==> config.mk <==
export PLATFORM = sky130hd
export DESIGN_NAME = alu_driver_flat
export DESIGN_NICKNAME = d
export VERILOG_FILES = /design/src/rtl/alu_driver_if.sv /design/src/rtl/alu_driver.sv /design/src/flat_wrapper.sv
export SDC_FILE = /design/constraint.sdc
export NUM_CORES = 1
export LEC_CHECK = 0
export CAP_MARGIN = 20
export CORE_MARGIN = 5
export CORE_UTILIZATION = 35
export DETAILED_ROUTE_END_ITERATION = 8
export PLACE_DENSITY = 0.7
export RECOVER_POWER = 50
export SYNTH_ARGS = -nofsm -noshare
export SYNTH_HDL_FRONTEND = slang
export SYNTH_SLANG_ARGS = --single-unit
==> constraint.sdc <==
create_clock -name clk -period 1.5 [get_ports clk]
set_input_delay 0.3 -clock clk [delete_from_list [all_inputs] [get_ports clk]]
set_output_delay 0.3 -clock clk [all_outputs]
set_load 0.02 [all_outputs]
==> src/rtl/alu_driver_if.sv <==
// Bundle of the command, register-load, ALU-side and response signals of
// alu_driver. The slave modport is the driver itself; master is whoever
// issues commands and owns the ALU.
//
// Handshakes: a command transfers on a rising edge where cmd_valid and
// cmd_ready are both high; a response transfers on a rising edge where
// rsp_valid and rsp_ready are both high. While valid is high, the offering
// side holds its payload stable until the transfer edge.
interface alu_driver_if;
  logic       cmd_valid;
  logic       cmd_ready;
  logic [2:0] cmd_opcode;
  logic [1:0] cmd_rd;
  logic [1:0] cmd_ra;
  logic [1:0] cmd_rb;
  logic       cmd_use_carry;
  logic       wr_en;
  logic [1:0] wr_addr;
  logic [7:0] wr_data;
  logic [7:0] alu_a;
  logic [7:0] alu_b;
  logic [7:0] alu_fi;
  logic [6:0] alu_op;
  logic [7:0] alu_d;
  logic [7:0] alu_fo;
  logic       rsp_valid;
  logic       rsp_ready;
  logic [7:0] rsp_data;
  logic       rsp_err;
  logic [2:0] flags;
  logic [1:0] dbg_state;

  modport slave (
    input  cmd_valid, cmd_opcode, cmd_rd, cmd_ra, cmd_rb, cmd_use_carry,
    input  wr_en, wr_addr, wr_data,
    input  alu_d, alu_fo,
    input  rsp_ready,
    output cmd_ready,
    output alu_a, alu_b, alu_fi, alu_op,
    output rsp_valid, rsp_data, rsp_err,
    output flags, dbg_state
  );

  modport master (
    output cmd_valid, cmd_opcode, cmd_rd, cmd_ra, cmd_rb, cmd_use_carry,
    output wr_en, wr_addr, wr_data,
    output alu_d, alu_fo,
    output rsp_ready,
    input  cmd_ready,
    input  alu_a, alu_b, alu_fi, alu_op,
    input  rsp_valid, rsp_data, rsp_err,
    input  flags, dbg_state
  );
endinterface

==> src/rtl/alu_driver.sv <==
// Sequencer that feeds an external 8-bit ALU from a 4x8 register file.
// A command is accepted in IDLE, its operands are presented to the ALU for
// exactly one ISSUE cycle, the result is written back and stored flags are
// updated, and the response is held in RESP until it is taken.
module alu_driver (
  input  logic         clk,
  input  logic         rst_n,
  alu_driver_if.slave  bus
);

  typedef enum logic [1:0] {
    IDLE  = 2'd0,
    ISSUE = 2'd1,
    RESP  = 2'd2
  } state_t;

  state_t     state;
  logic [7:0] regs [4];
  logic [2:0] op_q;
  logic [1:0] rd_q;
  logic [7:0] alu_a_q;
  logic [7:0] alu_b_q;
  logic [7:0] alu_fi_q;
  logic [6:0] alu_op_q;
  logic       c_q;
  logic       z_q;
  logic       p_q;
  logic [7:0] rsp_data_q;
  logic       rsp_err_q;

  // The ALU-facing registers double as the latched operands: they are
  // loaded at accept and cleared when ISSUE ends, so they read zero in every
  // other state without any output gating.
  assign bus.alu_a     = alu_a_q;
  assign bus.alu_b     = alu_b_q;
  assign bus.alu_fi    = alu_fi_q;
  assign bus.alu_op    = alu_op_q;
  assign bus.cmd_ready = (state == IDLE);
  assign bus.rsp_valid = (state == RESP);
  assign bus.rsp_data  = rsp_data_q;
  assign bus.rsp_err   = rsp_err_q;
  assign bus.flags     = {p_q, z_q, c_q};
  assign bus.dbg_state = state;

  // Control FSM, register file and flags. The external load is applied
  // before the writeback in program order so a same-index writeback wins.
  always_ff @(posedge clk or negedge rst_n) begin
    if (!rst_n) begin
      state      <= IDLE;
      for (int i = 0; i < 4; i++) regs[i] <= 8'h00;
      op_q       <= 3'd0;
      rd_q       <= 2'd0;
      alu_a_q    <= 8'h00;
      alu_b_q    <= 8'h00;
      alu_fi_q   <= 8'h00;
      alu_op_q   <= 7'b0;
      c_q        <= 1'b0;
      z_q        <= 1'b0;
      p_q        <= 1'b0;
      rsp_data_q <= 8'h00;
      rsp_err_q  <= 1'b0;
    end else begin
      if (bus.wr_en) regs[bus.wr_addr] <= bus.wr_data;
      case (state)
        IDLE: begin
          if (bus.cmd_valid) begin
            if (bus.cmd_opcode == 3'd7) begin
              // Illegal opcode: answer straight away, touch nothing else.
              rsp_data_q <= 8'h00;
              rsp_err_q  <= 1'b1;
              state      <= RESP;
            end else begin
              op_q     <= bus.cmd_opcode;
              rd_q     <= bus.cmd_rd;
              alu_a_q  <= regs[bus.cmd_ra];
              alu_b_q  <= regs[bus.cmd_rb];
              alu_op_q <= 7'd1 << bus.cmd_opcode;
              // C cannot change before ISSUE ends, so sampling it here is
              // the same as sampling it during ISSUE.
              alu_fi_q <= {7'b0, bus.cmd_use_carry & c_q};
              state    <= ISSUE;
            end
          end
        end
        ISSUE: begin
          regs[rd_q] <= bus.alu_d;
          rsp_data_q <= bus.alu_d;
          rsp_err_q  <= 1'b0;
          z_q        <= bus.alu_fo[1];
          p_q        <= bus.alu_fo[2];
          // Only the arithmetic ops own the carry flag.
          if (op_q == 3'd0 || op_q == 3'd1) c_q <= bus.alu_fo[0];
          alu_a_q    <= 8'h00;
          alu_b_q    <= 8'h00;
          alu_fi_q   <= 8'h00;
          alu_op_q   <= 7'b0;
          state      <= RESP;
        end
        RESP: begin
          if (bus.rsp_ready) state <= IDLE;
        end
        default: state <= IDLE;
      endcase
    end
  end

endmodule

==> src/flat_wrapper.sv <==
// flat-port wrapper written by rule: the top's interface ports become plain ports
module alu_driver_flat 
  (clk, rst_n, bus_cmd_valid, bus_cmd_opcode, bus_cmd_rd, bus_cmd_ra, bus_cmd_rb, bus_cmd_use_carry, bus_wr_en, bus_wr_addr, bus_wr_data, bus_alu_d, bus_alu_fo, bus_rsp_ready, bus_cmd_ready, bus_alu_a, bus_alu_b, bus_alu_fi, bus_alu_op, bus_rsp_valid, bus_rsp_data, bus_rsp_err, bus_flags, bus_dbg_state);
  alu_driver_if bus_i ();
  input  logic clk;
  input  logic rst_n;
  input wire logic [$bits(bus_i.cmd_valid)-1:0] bus_cmd_valid;
  input wire logic [$bits(bus_i.cmd_opcode)-1:0] bus_cmd_opcode;
  input wire logic [$bits(bus_i.cmd_rd)-1:0] bus_cmd_rd;
  input wire logic [$bits(bus_i.cmd_ra)-1:0] bus_cmd_ra;
  input wire logic [$bits(bus_i.cmd_rb)-1:0] bus_cmd_rb;
  input wire logic [$bits(bus_i.cmd_use_carry)-1:0] bus_cmd_use_carry;
  input wire logic [$bits(bus_i.wr_en)-1:0] bus_wr_en;
  input wire logic [$bits(bus_i.wr_addr)-1:0] bus_wr_addr;
  input wire logic [$bits(bus_i.wr_data)-1:0] bus_wr_data;
  input wire logic [$bits(bus_i.alu_d)-1:0] bus_alu_d;
  input wire logic [$bits(bus_i.alu_fo)-1:0] bus_alu_fo;
  input wire logic [$bits(bus_i.rsp_ready)-1:0] bus_rsp_ready;
  output wire logic [$bits(bus_i.cmd_ready)-1:0] bus_cmd_ready;
  output wire logic [$bits(bus_i.alu_a)-1:0] bus_alu_a;
  output wire logic [$bits(bus_i.alu_b)-1:0] bus_alu_b;
  output wire logic [$bits(bus_i.alu_fi)-1:0] bus_alu_fi;
  output wire logic [$bits(bus_i.alu_op)-1:0] bus_alu_op;
  output wire logic [$bits(bus_i.rsp_valid)-1:0] bus_rsp_valid;
  output wire logic [$bits(bus_i.rsp_data)-1:0] bus_rsp_data;
  output wire logic [$bits(bus_i.rsp_err)-1:0] bus_rsp_err;
  output wire logic [$bits(bus_i.flags)-1:0] bus_flags;
  output wire logic [$bits(bus_i.dbg_state)-1:0] bus_dbg_state;
  assign bus_i.cmd_valid = bus_cmd_valid;
  assign bus_i.cmd_opcode = bus_cmd_opcode;
  assign bus_i.cmd_rd = bus_cmd_rd;
  assign bus_i.cmd_ra = bus_cmd_ra;
  assign bus_i.cmd_rb = bus_cmd_rb;
  assign bus_i.cmd_use_carry = bus_cmd_use_carry;
  assign bus_i.wr_en = bus_wr_en;
  assign bus_i.wr_addr = bus_wr_addr;
  assign bus_i.wr_data = bus_wr_data;
  assign bus_i.alu_d = bus_alu_d;
  assign bus_i.alu_fo = bus_alu_fo;
  assign bus_i.rsp_ready = bus_rsp_ready;
  assign bus_cmd_ready = bus_i.cmd_ready;
  assign bus_alu_a = bus_i.alu_a;
  assign bus_alu_b = bus_i.alu_b;
  assign bus_alu_fi = bus_i.alu_fi;
  assign bus_alu_op = bus_i.alu_op;
  assign bus_rsp_valid = bus_i.rsp_valid;
  assign bus_rsp_data = bus_i.rsp_data;
  assign bus_rsp_err = bus_i.rsp_err;
  assign bus_flags = bus_i.flags;
  assign bus_dbg_state = bus_i.dbg_state;
  alu_driver u_core (.clk(clk), .rst_n(rst_n), .bus(bus_i));
endmodule
==> flow_summary.json <==
{
  "ir_worst_vdd_v": 0.000620,
  "start_util": 0.356,
  "r2r_cells": 4,
  "num_vias": 2661,
  "grt_max_degree": 37,
  "p_leak_nw": 2.31,
  "critPathCaptureType": "output pin",
  "outcome": "complete, no violations",
  "clk_pin_slew_worst_paths_ns": 0.08,
  "cts.sinks": 74,
  "grt_pass1_vias": 2850,
  "setup_ws_ns": 0.0448,
  "crit_required_ns": 1.20,
  "postCtsSetupRepairBufs": 0,
  "htreeDepth": 3,
  "die_area_um2": 12500,
  "cp.depth": 1,
  "critPathKind": "register to output pin",
  "nNetsFinal": 436,
  "syn_area_um2": 3620,
  "placed_cells": 519,
  "min-delay-path-class": "register to register",
  "cp_slowest_cell": "dfrtp_2",
  "die_height_um": 112,
  "fin_skew_ns": 0.0168,
  "firstDrtPassIters": 4,
  "maxCapViolCount": 0,
  "cts_max_path_buffers": 2,
  "dp_hpwl_um": 6990,
  "period_needed_ns": 1.46,
  "grt_pass1_wl_um": 15100,
  "relSlewSlack": 0.554,
  "p_total_mw": 8.47,
  "place_area_um2": 4820,
  "crit_buf_inv": 1,
  "holdPathStages": 2,
  "crit_chain": "dlygate4sd2_1",
  "worstReg2RegEnd": "u_core.op_q[1]",
  "row_count": 37,
  "clockRootBuffer": "clkbuf_8",
  "syn_area_per_cell_um2": 12.5,
  "r2r-start": "u_core.bus.dbg_state[0]",
  "critical_path.max_fanout": 4,
  "synth-edff-count": 0,
  "design_area_um2": 4930,
  "finalSetupViolCount": 0,
  "yosysUniqueCellTypes": 33,
  "worstMarginPinSlew_ns": 0.669,
  "layout_common_cells": "dfrtp_1 (72), dlygate4sd2_1 (38), nand2_1 (34), clkdlybuf4s50_1 (34), mux2i_1 (32)",
  "grt-ovfl-total": 0,
  "holdPathEnd": "u_core.z_q",
  "grt_usage": 0.151,
  "switching_share": 0.375,
  "mostFrequentLayoutCell": "dfrtp_1",
  "final_cells": 535,
  "p_seq_frac": 0.427,
  "drive_gt1_frac": 0.226,
  "synth_ff_type": "dfrtp_1",
  "grt_antenna_before_repair": 0,
  "final_util": 0.484,
  "clock_power_share": 0.159,
  "synth-seq-cells": 74,
  "hold_path.startpoint": "u_core.z_q",
  "period_share": 0.970,
  "area_delta_synth_final_pct": 36.1,
  "cp-start-kind": "register",
  "fillCellCount": 932,
  "routabilityCongestion": 0.836,
  "cpPeakStageDelay_ns": 0.47,
  "final_antenna_net_count": 0,
  "ios": 88,
  "dieWidth_um": 112,
  "cp_top_family": "flip-flops",
  "drt_iter0_markers": 110,
  "drc": 0,
  "fmax_mhz": 687,
  "clock_latency_ns": 0.35,
  "fp.coreArea_um2": 10200,
  "portBuffers": 75,
  "wl_per_cell_um": 17.0,
  "ys_seq_area_frac": 0.511,
  "syn_inst": 290,
  "cp.arrival_ns": 1.16,
  "p_int_mw": 5.29,
  "finalHoldViolCount": 0,
  "p_comb_frac": 0.414,
  "cts_made_buffers": 9,
  "synth_warnings": 0,
  "place_worst_setup_slack_ns": -0.291,
  "p_sw_mw": 3.18,
  "cts_tree": "done",
  "slew_viol_final": 0,
  "diodes": 0,
  "drt_wl_total_um": 9100,
  "vias_per_cell": 4.97,
  "rsz0062_at_grt": "no",
  "power_density_nw_per_um2": 1720,
  "r2r_slack_ns": 0.09,
  "synthArstFlopShare": 1.00
}
==> synth_stat cells, types with 2 or more instances <==
cell      number  area (µm²)
buf_2          4        20.0
nor3_1         2        10.0
buf_4         16         120
mux2i_1       32         320
a32o_1         4        40.0
and4bb_2       2        25.0
nand2b_1       2        12.5
nor2b_1        2        12.5
nand2_1       34         128
nor2_1        12        45.0
o21ai_0       23         115
mux2_2         5        56.3
clkbuf_2       7        35.0
mux4_2        16         360
buf_6          3        33.8
a21oi_1        8        40.0
dfrtp_1       74        1850
a22o_1        27         236
nand3_1        2        10.0
nand3b_1       2        15.0
==> registers in the layout, indices dropped and copies added (netlist names) <==
signal                count
u_core.bus.alu_a          8
u_core.bus.alu_b          8
u_core.bus.alu_fi         1
u_core.bus.alu_op         7
u_core.bus.dbg_state      2
u_core.bus.rsp_data       8
u_core.bus.rsp_err        1
u_core.c_q                1
u_core.op_q               2
u_core.p_q                1
u_core.rd_q               2
u_core.regs              32
u_core.z_q                1
==> worst max path at each step <==
| stage | startpoint | to | slack, ns |
|---|---|---|---|
| after floorplan | u_core.bus.dbg_state[1] | u_core.op_q[1] | 0.003 |
| after global placement | bus_cmd_ra[1] | u_core.bus.alu_a[3] | -0.24 |
| after detailed placement | bus_cmd_ra[0] | u_core.bus.alu_a[4] | -0.29 |
| after CTS | u_core.bus.dbg_state[0] | bus_dbg_state[0] | 0.03 |
| after global routing | u_core.bus.dbg_state[0] | bus_dbg_state[0] | 0.01 |
| final | u_core.bus.dbg_state[0] | bus_dbg_state[0] | 0.04 |
==> per-layer routing <==
layer | share of wire | global-route usage
met4 | 0.017 | 0.0649
met3 | 0.045 | 0.0250
met1 | 0.44 | 0.197
met5 | 0 | 0
met2 | 0.50 | 0.250
==> kinds of logic (layout without fill, tap and decap cells) <==
group                  count (synthesis)  count (layout)  share of synthesized area
DFF                                   74              74                      0.511
other                                  1               7                    0.00104
and+or+nand+nor                       63              63                     0.0881
buffers and inverters                 31             134                     0.0587
AOI/OAI and AO/OA                     68              68                      0.137
muxes                                 53              53                      0.204
==> cell type report <==
type / instances / area [µm²] / share of cell area
clock inverters: 6 / 45.0 / 0.00914
repair buffers: 118 / 1130 / 0.230
inverters: 1 / 3.75 / 0.000762
multi-input cells: 191 / 1600 / 0.324
well taps: 136 / 170 / 0.0345
clock buffers: 9 / 124 / 0.0251
flip-flops and latches: 74 / 1850 / 0.376
==> power by group through the flow <==
stage	sequential (mW)	combinational, mW	clock [mW]
after floorplan	3.76	1.99	0
after global placement	3.58	3.76	0
after detailed placement	3.64	3.87	0
after CTS	3.59	3.59	1.39
after global routing	3.72	3.81	1.45
final	3.62	3.51	1.35
==> worst min-delay path, stage by stage, from the launching register on <==
cell and delay [ns]:
dfrtp_1 0.34, nand2_1 0.05, nand2_1 0.05
==> metrics by stage <==
| step | hold slack, ns | TNS (ns) |
|---|---|---|
| floorplan | 0.00441 | 0 |
| global placement | 0.192 | -8.36 |
| detailed placement | 0.197 | -9.86 |
| CTS | 0.339 | 0 |
| global route | 0.492 | 0 |
| finish | 0.476 | 0 |
==> repair_timing <==
action,CTS,global route
endpoints found under the hold margin,8,0
resized for setup,47,2
setup endpoints to repair,40,2
hold buffers,1,0
Note: power is estimated with default switching activity, not from simulation.
